===== src/rtl/keypad_pkg.sv =====
// keypad_pkg: shared key codes and entry-FSM state type for the key entry adder.
//   KEY_* localparams : 4-bit scanner codes of the non-digit keys
//   state_t           : ENTER_A / ENTER_B / ADD / DONE
package keypad_pkg;

   localparam logic [3:0] KEY_MAX_DIGIT = 4'h9;
   localparam logic [3:0] KEY_PLUS      = 4'hA;
   localparam logic [3:0] KEY_CLR_ENTRY = 4'hB;
   localparam logic [3:0] KEY_CLR_ALL   = 4'hC;
   localparam logic [3:0] KEY_EQUALS    = 4'hD;

   typedef enum logic [1:0] {
      ENTER_A = 2'd0,
      ENTER_B = 2'd1,
      ADD     = 2'd2,
      DONE    = 2'd3
   } state_t;

endpackage


===== src/rtl/bin_to_bcd.sv =====
// bin_to_bcd: combinational double-dabble binary to packed-BCD converter.
// Only compiled when KEY_ENTRY_BCD_OUT_EN is defined.
//   bin [IN_W-1:0]         : unsigned binary input
//   bcd [4*DIGITS_N-1:0]   : packed BCD, least significant digit in bits [3:0]
`ifdef KEY_ENTRY_BCD_OUT_EN
module bin_to_bcd #(
   parameter int IN_W     = 11,
   parameter int DIGITS_N = 4
) (
   input  logic [IN_W-1:0]       bin,
   output logic [4*DIGITS_N-1:0] bcd
);

   localparam int BCD_W = 4 * DIGITS_N;

   logic [BCD_W-1:0] acc_s;

   // Shift-and-add-3: correct every digit >= 5 before each shift so it carries into the next digit.
   always_comb begin
      acc_s = {BCD_W{1'b0}};
      for (int i = IN_W - 1; i >= 0; i--) begin
         for (int d = 0; d < DIGITS_N; d++) begin
            if (acc_s[4*d +: 4] >= 4'd5) begin
               acc_s[4*d +: 4] = acc_s[4*d +: 4] + 4'd3;
            end else begin
               acc_s[4*d +: 4] = acc_s[4*d +: 4];
            end
         end
         acc_s = {acc_s[BCD_W-2:0], bin[i]};
      end
   end

   assign bcd = acc_s;

endmodule
`endif


===== src/rtl/key_entry_adder.sv =====
// key_entry_adder: assembles two decimal operands from keypad events, adds them on EQUALS
// and holds the sum (plus optional BCD copy) for the display path.
// Optional feature macro: KEY_ENTRY_BCD_OUT_EN (enables the bin_to_bcd converter on sum_bcd).
//   clk, rst (async, active-low)
//   key_code/key_valid/key_ready : scanner key event handshake (ready low only in ADD)
//   entry_value/entry_sel        : operand being typed and which one (0 = A)
//   sum/sum_valid/sum_bcd        : result, valid in DONE
//   entry_err                    : one-cycle pulse when a digit is dropped on a full operand
module key_entry_adder
   import keypad_pkg::*;
#(
   parameter int DIGITS = 3,
   parameter int OP_W   = $clog2(10**DIGITS),
   parameter int SUM_W  = OP_W + 1
) (
   input  logic                  clk,
   input  logic                  rst,
   input  logic [3:0]            key_code,
   input  logic                  key_valid,
   output logic                  key_ready,
   output logic [OP_W-1:0]       entry_value,
   output logic                  entry_sel,
   output logic [SUM_W-1:0]      sum,
   output logic                  sum_valid,
   output logic [4*(DIGITS+1)-1:0] sum_bcd,
   output logic                  entry_err
);

   localparam int                CNT_W    = $clog2(DIGITS + 1);
   localparam int                BCD_W    = 4 * (DIGITS + 1);
   localparam logic [CNT_W-1:0]  CNT_FULL = CNT_W'(DIGITS);
   localparam logic [OP_W+3:0]   TEN      = (OP_W+4)'(10);

   state_t            state_r, state_s;
   logic [OP_W-1:0]   opa_r, opa_s;
   logic [OP_W-1:0]   opb_r, opb_s;
   logic [CNT_W-1:0]  cnt_r, cnt_s;
   logic [SUM_W-1:0]  sum_r, sum_s, sum_add_s;
   logic              sum_valid_r, sum_valid_s;
   logic              err_r, err_s;

   logic              accept_s;
   logic              is_digit_s;
   logic [OP_W-1:0]   cur_s;
   logic [OP_W+3:0]   wide_s;
   logic [OP_W-1:0]   appended_s;

   assign accept_s   = key_valid && (state_r != ADD);
   assign is_digit_s = (key_code <= KEY_MAX_DIGIT);
   assign cur_s      = (state_r == ENTER_A) ? opa_r : opb_r;
   // A digit is only appended while cnt < DIGITS, so the result always fits OP_W.
   assign wide_s     = {4'd0, cur_s} * TEN + {{OP_W{1'b0}}, key_code};
   assign appended_s = wide_s[OP_W-1:0];
   assign sum_add_s  = SUM_W'(opa_r) + SUM_W'(opb_r);

   // Next-state, operand and result logic of the entry FSM.
   always_comb begin
      state_s     = state_r;
      opa_s       = opa_r;
      opb_s       = opb_r;
      cnt_s       = cnt_r;
      sum_s       = sum_r;
      sum_valid_s = sum_valid_r;
      err_s       = 1'b0;
      case (state_r)
         ENTER_A, ENTER_B: begin
            if (!accept_s) begin
               err_s = 1'b0;
            end else if (is_digit_s) begin
               if (cnt_r != CNT_FULL) begin
                  if (state_r == ENTER_A) begin
                     opa_s = appended_s;
                  end else begin
                     opb_s = appended_s;
                  end
                  cnt_s = cnt_r + 1'b1;
               end else begin
                  err_s = 1'b1;
               end
            end else begin
               case (key_code)
                  KEY_PLUS: begin
                     if (state_r == ENTER_A) begin
                        state_s = ENTER_B;
                        cnt_s   = {CNT_W{1'b0}};
                        opb_s   = {OP_W{1'b0}};
                     end else begin
                        state_s = state_r;
                     end
                  end
                  KEY_EQUALS: begin
                     if (state_r == ENTER_B) begin
                        state_s = ADD;
                     end else begin
                        state_s = state_r;
                     end
                  end
                  KEY_CLR_ENTRY: begin
                     if (state_r == ENTER_A) begin
                        opa_s = {OP_W{1'b0}};
                     end else begin
                        opb_s = {OP_W{1'b0}};
                     end
                     cnt_s = {CNT_W{1'b0}};
                  end
                  KEY_CLR_ALL: begin
                     state_s     = ENTER_A;
                     opa_s       = {OP_W{1'b0}};
                     opb_s       = {OP_W{1'b0}};
                     cnt_s       = {CNT_W{1'b0}};
                     sum_valid_s = 1'b0;
                  end
                  default: begin
                     state_s = state_r;
                  end
               endcase
            end
         end
         ADD: begin
            sum_s       = sum_add_s;
            sum_valid_s = 1'b1;
            state_s     = DONE;
         end
         DONE: begin
            if (!accept_s) begin
               state_s = state_r;
            end else if (is_digit_s) begin
               // A new digit starts a fresh calculation with that digit as A.
               opa_s       = {{(OP_W-4){1'b0}}, key_code};
               cnt_s       = CNT_W'(1);
               opb_s       = {OP_W{1'b0}};
               state_s     = ENTER_A;
               sum_valid_s = 1'b0;
            end else if (key_code == KEY_CLR_ALL) begin
               state_s     = ENTER_A;
               opa_s       = {OP_W{1'b0}};
               opb_s       = {OP_W{1'b0}};
               cnt_s       = {CNT_W{1'b0}};
               sum_valid_s = 1'b0;
            end else begin
               state_s = state_r;
            end
         end
         default: begin
            state_s = ENTER_A;
         end
      endcase
   end

   // State, operand and result registers.
   always_ff @(posedge clk or negedge rst) begin
      if (!rst) begin
         state_r     <= ENTER_A;
         opa_r       <= {OP_W{1'b0}};
         opb_r       <= {OP_W{1'b0}};
         cnt_r       <= {CNT_W{1'b0}};
         sum_r       <= {SUM_W{1'b0}};
         sum_valid_r <= 1'b0;
         err_r       <= 1'b0;
      end else begin
         state_r     <= state_s;
         opa_r       <= opa_s;
         opb_r       <= opb_s;
         cnt_r       <= cnt_s;
         sum_r       <= sum_s;
         sum_valid_r <= sum_valid_s;
         err_r       <= err_s;
      end
   end

`ifdef KEY_ENTRY_BCD_OUT_EN
   logic [BCD_W-1:0] bcd_conv_s;
   logic [BCD_W-1:0] sum_bcd_r;

   bin_to_bcd #(
      .IN_W     (SUM_W),
      .DIGITS_N (DIGITS + 1)
   ) u_bin_to_bcd (
      .bin (sum_add_s),
      .bcd (bcd_conv_s)
   );

   // BCD copy is captured on the same ADD edge as the binary sum.
   always_ff @(posedge clk or negedge rst) begin
      if (!rst) begin
         sum_bcd_r <= {BCD_W{1'b0}};
      end else if (state_r == ADD) begin
         sum_bcd_r <= bcd_conv_s;
      end else begin
         sum_bcd_r <= sum_bcd_r;
      end
   end

   assign sum_bcd = sum_bcd_r;
`else
   assign sum_bcd = {BCD_W{1'b0}};
`endif

   assign key_ready   = (state_r != ADD);
   assign entry_value = (state_r == ENTER_A) ? opa_r : opb_r;
   assign entry_sel   = (state_r != ENTER_A);
   assign sum         = sum_r;
   assign sum_valid   = sum_valid_r;
   assign entry_err   = err_r;

endmodule


===== config.mk =====
export PLATFORM = sky130hd
export DESIGN_NAME = key_entry_adder
export DESIGN_NICKNAME = d
export VERILOG_FILES = /design/src/rtl/keypad_pkg.sv /design/src/rtl/bin_to_bcd.sv /design/src/rtl/key_entry_adder.sv
export SDC_FILE = /design/constraint.sdc
export NUM_CORES = 1
export LEC_CHECK = 0
export CELL_PAD_IN_SITES_DETAIL_PLACEMENT = 0
export CELL_PAD_IN_SITES_GLOBAL_PLACEMENT = 1
export CORE_ASPECT_RATIO = 0.9
export CORE_MARGIN = 4
export CORE_UTILIZATION = 23
export DETAILED_ROUTE_END_ITERATION = 10
export PLACE_DENSITY = 0.5
export SYNTH_ARGS = -nofsm -noshare
export SYNTH_HDL_FRONTEND = slang
export SYNTH_SLANG_ARGS = --single-unit

===== constraint.sdc =====
create_clock -name clk -period 4.4 [get_ports clk]
set_input_delay 1.1 -clock clk [delete_from_list [all_inputs] [get_ports clk]]
set_output_delay 1.1 -clock clk [all_outputs]
set_load 0.02 [all_outputs]

==> impl_metrics.toml <==
[timing]
period_minus_slack_ns = 3.751
drv_slew = 0
grt_setup_unrepaired = "false"
tns_ns = 0
final-hold-violation-count = 0
worst_pin_slew_ns = 0.8852
setup_viol = 0
max_slew_margin_pct = 40.99
period_share_pct = 85.25
clock.fmax_mhz = 266.6
setup_ws_ns = 0.6489
finalClockSkew_ns = 0.002317

[global_routing]
met2_usage_pct = 14.69
grt_first_pass_wirelength_mm = 11.82
antenna_found_initial = 0
grt_use_total_pct = 10.84
use_met1_pct = 16.93
grt.busiest_layer = "met1"
overflow = 0
grt_max_degree = 38
grt_util_met3_pct = 2.194
grt_pass1_vias = 2149

[layout]
stdcell_count = 485
drive_above_1_share_pct = 8.207
antenna_cells = 0
final_cell_mix = "43 x nand2_1, 37 x dfrtp_1, 30 x clkdlybuf4s50_1"
final_common_cell = "nand2_1"
area_growth_syn_to_layout_pct = 20.74
nets = 361

[place]
dp_cells = 477
gp_congestion = 0.7676
place_ws_ns = 0.6330
place_hpwl_mm = 5.389
portBuffers = 31

[die]
die_w_um = 122.5
die_area_um2 = 13610
floorplan.rows = 37
coreArea_um2 = 11480
fp.dieH_um = 111.1
io_pins = 48
start_util_pct = 23.65

[cts]
cts_resized = 0
clk_pin_slew_worst_paths_ns = 0.06
cts_tree = "yes"
cts_inserted_buffers = 5
htreeDepth = 2
clockBufferDepth = 2
clkLatencyLatePin_ns = 0.28
postCtsSetupBuffers = 0
cts.sinks = 37
cts_root_buffer = "clkbuf_16"
cts-hold-fix-buffers = 0

[routing]
firstDrtPassIters = 5
first_iter_violations = 105
routed_via_density = 4.328
drc_errors = 0
routed_wl_mm = 6.789
vias = 2099
final_antenna_net_count = 0
wl_per_cell_um = 14.00

[synthesis]
syn-cell-area_um2 = 2715
synth-seq-cells = 37
synth_top_family_by_area = "compound AO/OA/AOI/OAI gates"
syn_area_per_cell_um2 = 9.142
synthCells = 297
yosys.area_share.simple_pct = 12.35
synth_edf_count = 0
async_reset_ff_share_pct = 100.0
synth_cell_types = 52
seq_area_frac_synth_pct = 34.10
muxShareOfSynthArea_pct = 5.760
synth_fa_ha_area_share_pct = 12.81
synth_xor_area_share_pct = 6.820
synth_flop_cell = "dfrtp_1"
synth_compound_gate_area_share_pct = 20.09
ys_warn_count = 0

[worst_setup_path]
cp_slowest_cell = "dfrtp_1"
r2r-end = "opb_r[9]$_DFFE_PN0P_"
crit_chain = "nor2_1 -> buf_4 -> mux2_2 -> ha_1 -> ha_1 -> fa_1 -> a21o_1 -> a21oi_1 -> xor2_1 -> nor3_1 -> xnor3_1 -> o31ai_1"
cp_common_cell = "ha_1"
r2r_slack_ns = 0.65
r2r.worst_path.cells = 12
r2r-start = "state_r[0]$_DFFE_PN0P_"
critical_path_class = "reg2reg"
critPathLaunchType = "flip-flop"
worstPathMaxFanout = 12
crit_family = "adder cells"
worstPathRequired_ns = 4.58
path_buf_inv = 1
crit_arrival_ns = 3.93
max_stage_delay_ns = 0.51
end_kind = "flip-flop"

[worst_hold_path]
min_path_type = "reg2reg"
min-delay-start = "sum[4]$_DFFE_PN0P_"
holdPathEnd = "sum[4]$_DFFE_PN0P_"
hold_depth = 2

[run]
drv_cap = 0

[power]
irDropWorstVdd_mv = 0.2111
p_per_area_nw_per_um2 = 712.2
finalPower_mw = 2.335
p_leak_nw = 1.503

[outcome]
status = "finished, final reports clean"
[cells by family after synthesis]
group | count (synthesis)
AOI/OAI and AO/OA | 83
xor gates and xnor gates | 18
and+or+nand+nor | 78
adders and majority gates | 26
buffers and inverters | 40
muxes | 14
DFF | 37
other | 1
[area by class of cell]
cell class / count / area (µm²)
Fill cell: 1248 / 8203
Multi-Input combinational cell: 235 / 1630
Clock inverter: 3 / 17.52
Tap cell: 156 / 195.2
Inverter: 15 / 56.30
Sequential cell: 37 / 925.9
Clock buffer: 5 / 125.1
Timing Repair Buffer: 34 / 327.8
[through the flow]
stage,area [µm²],utilization (%),hold slack (ns)
2_1_floorplan,2771,-,0.4538
3_3_place_gp,3136,27.31,0.4504
3_5_place_dp,3136,27.31,0.4559
4_1_cts,3278,28.55,0.4692
5_1_grt,3278,28.55,0.5063
6_report,3278,28.55,0.4624
[synth_stat cells (all sizes together) (2+ instances only)]
master,number,area share [%]
a31oi,6,1.4
xnor3,2,1.7
o21ai,23,4.2
nand3,2,0.37
dfrtp,37,34
a21oi,16,3.1
nand3b,2,0.55
a21o,7,1.9
ha,23,11
xor2,5,1.6
o31ai,8,2.2
fa,3,2.2
a211oi,3,0.83
o21a,2,0.55
a221oi,2,0.65
buf,21,5.3
nand2,43,5.9
nor2b,2,0.46
nor3b,2,0.55
nor3,4,0.74
inv,15,2.1
o211ai,3,1.2
clkbuf,4,0.55
xnor2,11,3.5
o21bai,2,0.55
mux2i,4,1.5
nor2,18,2.5
mux2,10,4.3
[sequential cells by signal, indices dropped and copies added (netlist names)]
signal and cells:
sum 11, opa_r 10, opb_r 10, cnt_r 2, state_r 2, entry_err 1
sum_valid 1
[how the worst max path moves through the flow]
stage	startpoint	endpoint	slack (ns)	depth (start not counted)
final	state_r[0]$_DFFE_PN0P_	opb_r[9]$_DFFE_PN0P_	0.65	12
after global routing	state_r[0]$_DFFE_PN0P_	opb_r[9]$_DFFE_PN0P_	0.25	12
after detailed placement	state_r[0]$_DFFE_PN0P_	opb_r[9]$_DFFE_PN0P_	0.63	12
after global placement	state_r[0]$_DFFE_PN0P_	opb_r[9]$_DFFE_PN0P_	0.71	12
after CTS	state_r[0]$_DFFE_PN0P_	opb_r[9]$_DFFE_PN0P_	0.61	12
after floorplan	state_r[1]$_DFFE_PN0P_	opa_r[9]$_DFFE_PN0P_	0.70	12
[tightest hold or removal path: cells and delay by family, from the launching register on]
family / cells / cell delay, ns
flip-flops: 1 / 0.34
AND/OR/NAND/NOR: 2 / 0.09
[power by group]
| part | internal (mW) | switching [mW] |
|---|---|---|
| registers | 0.456 | 0.113 |
| clock network | 0.208 | 0.140 |
| logic | 0.635 | 0.783 |
[per-layer routing]
metal | part of all wire (%) | vias up
li1 | - | 1082
met1 | 54 | 955
met2 | 39 | 56
met3 | 5.7 | 6
met4 | 1.1 | 0
met5 | 0 | -
Power figures use the tool's default switching activity.
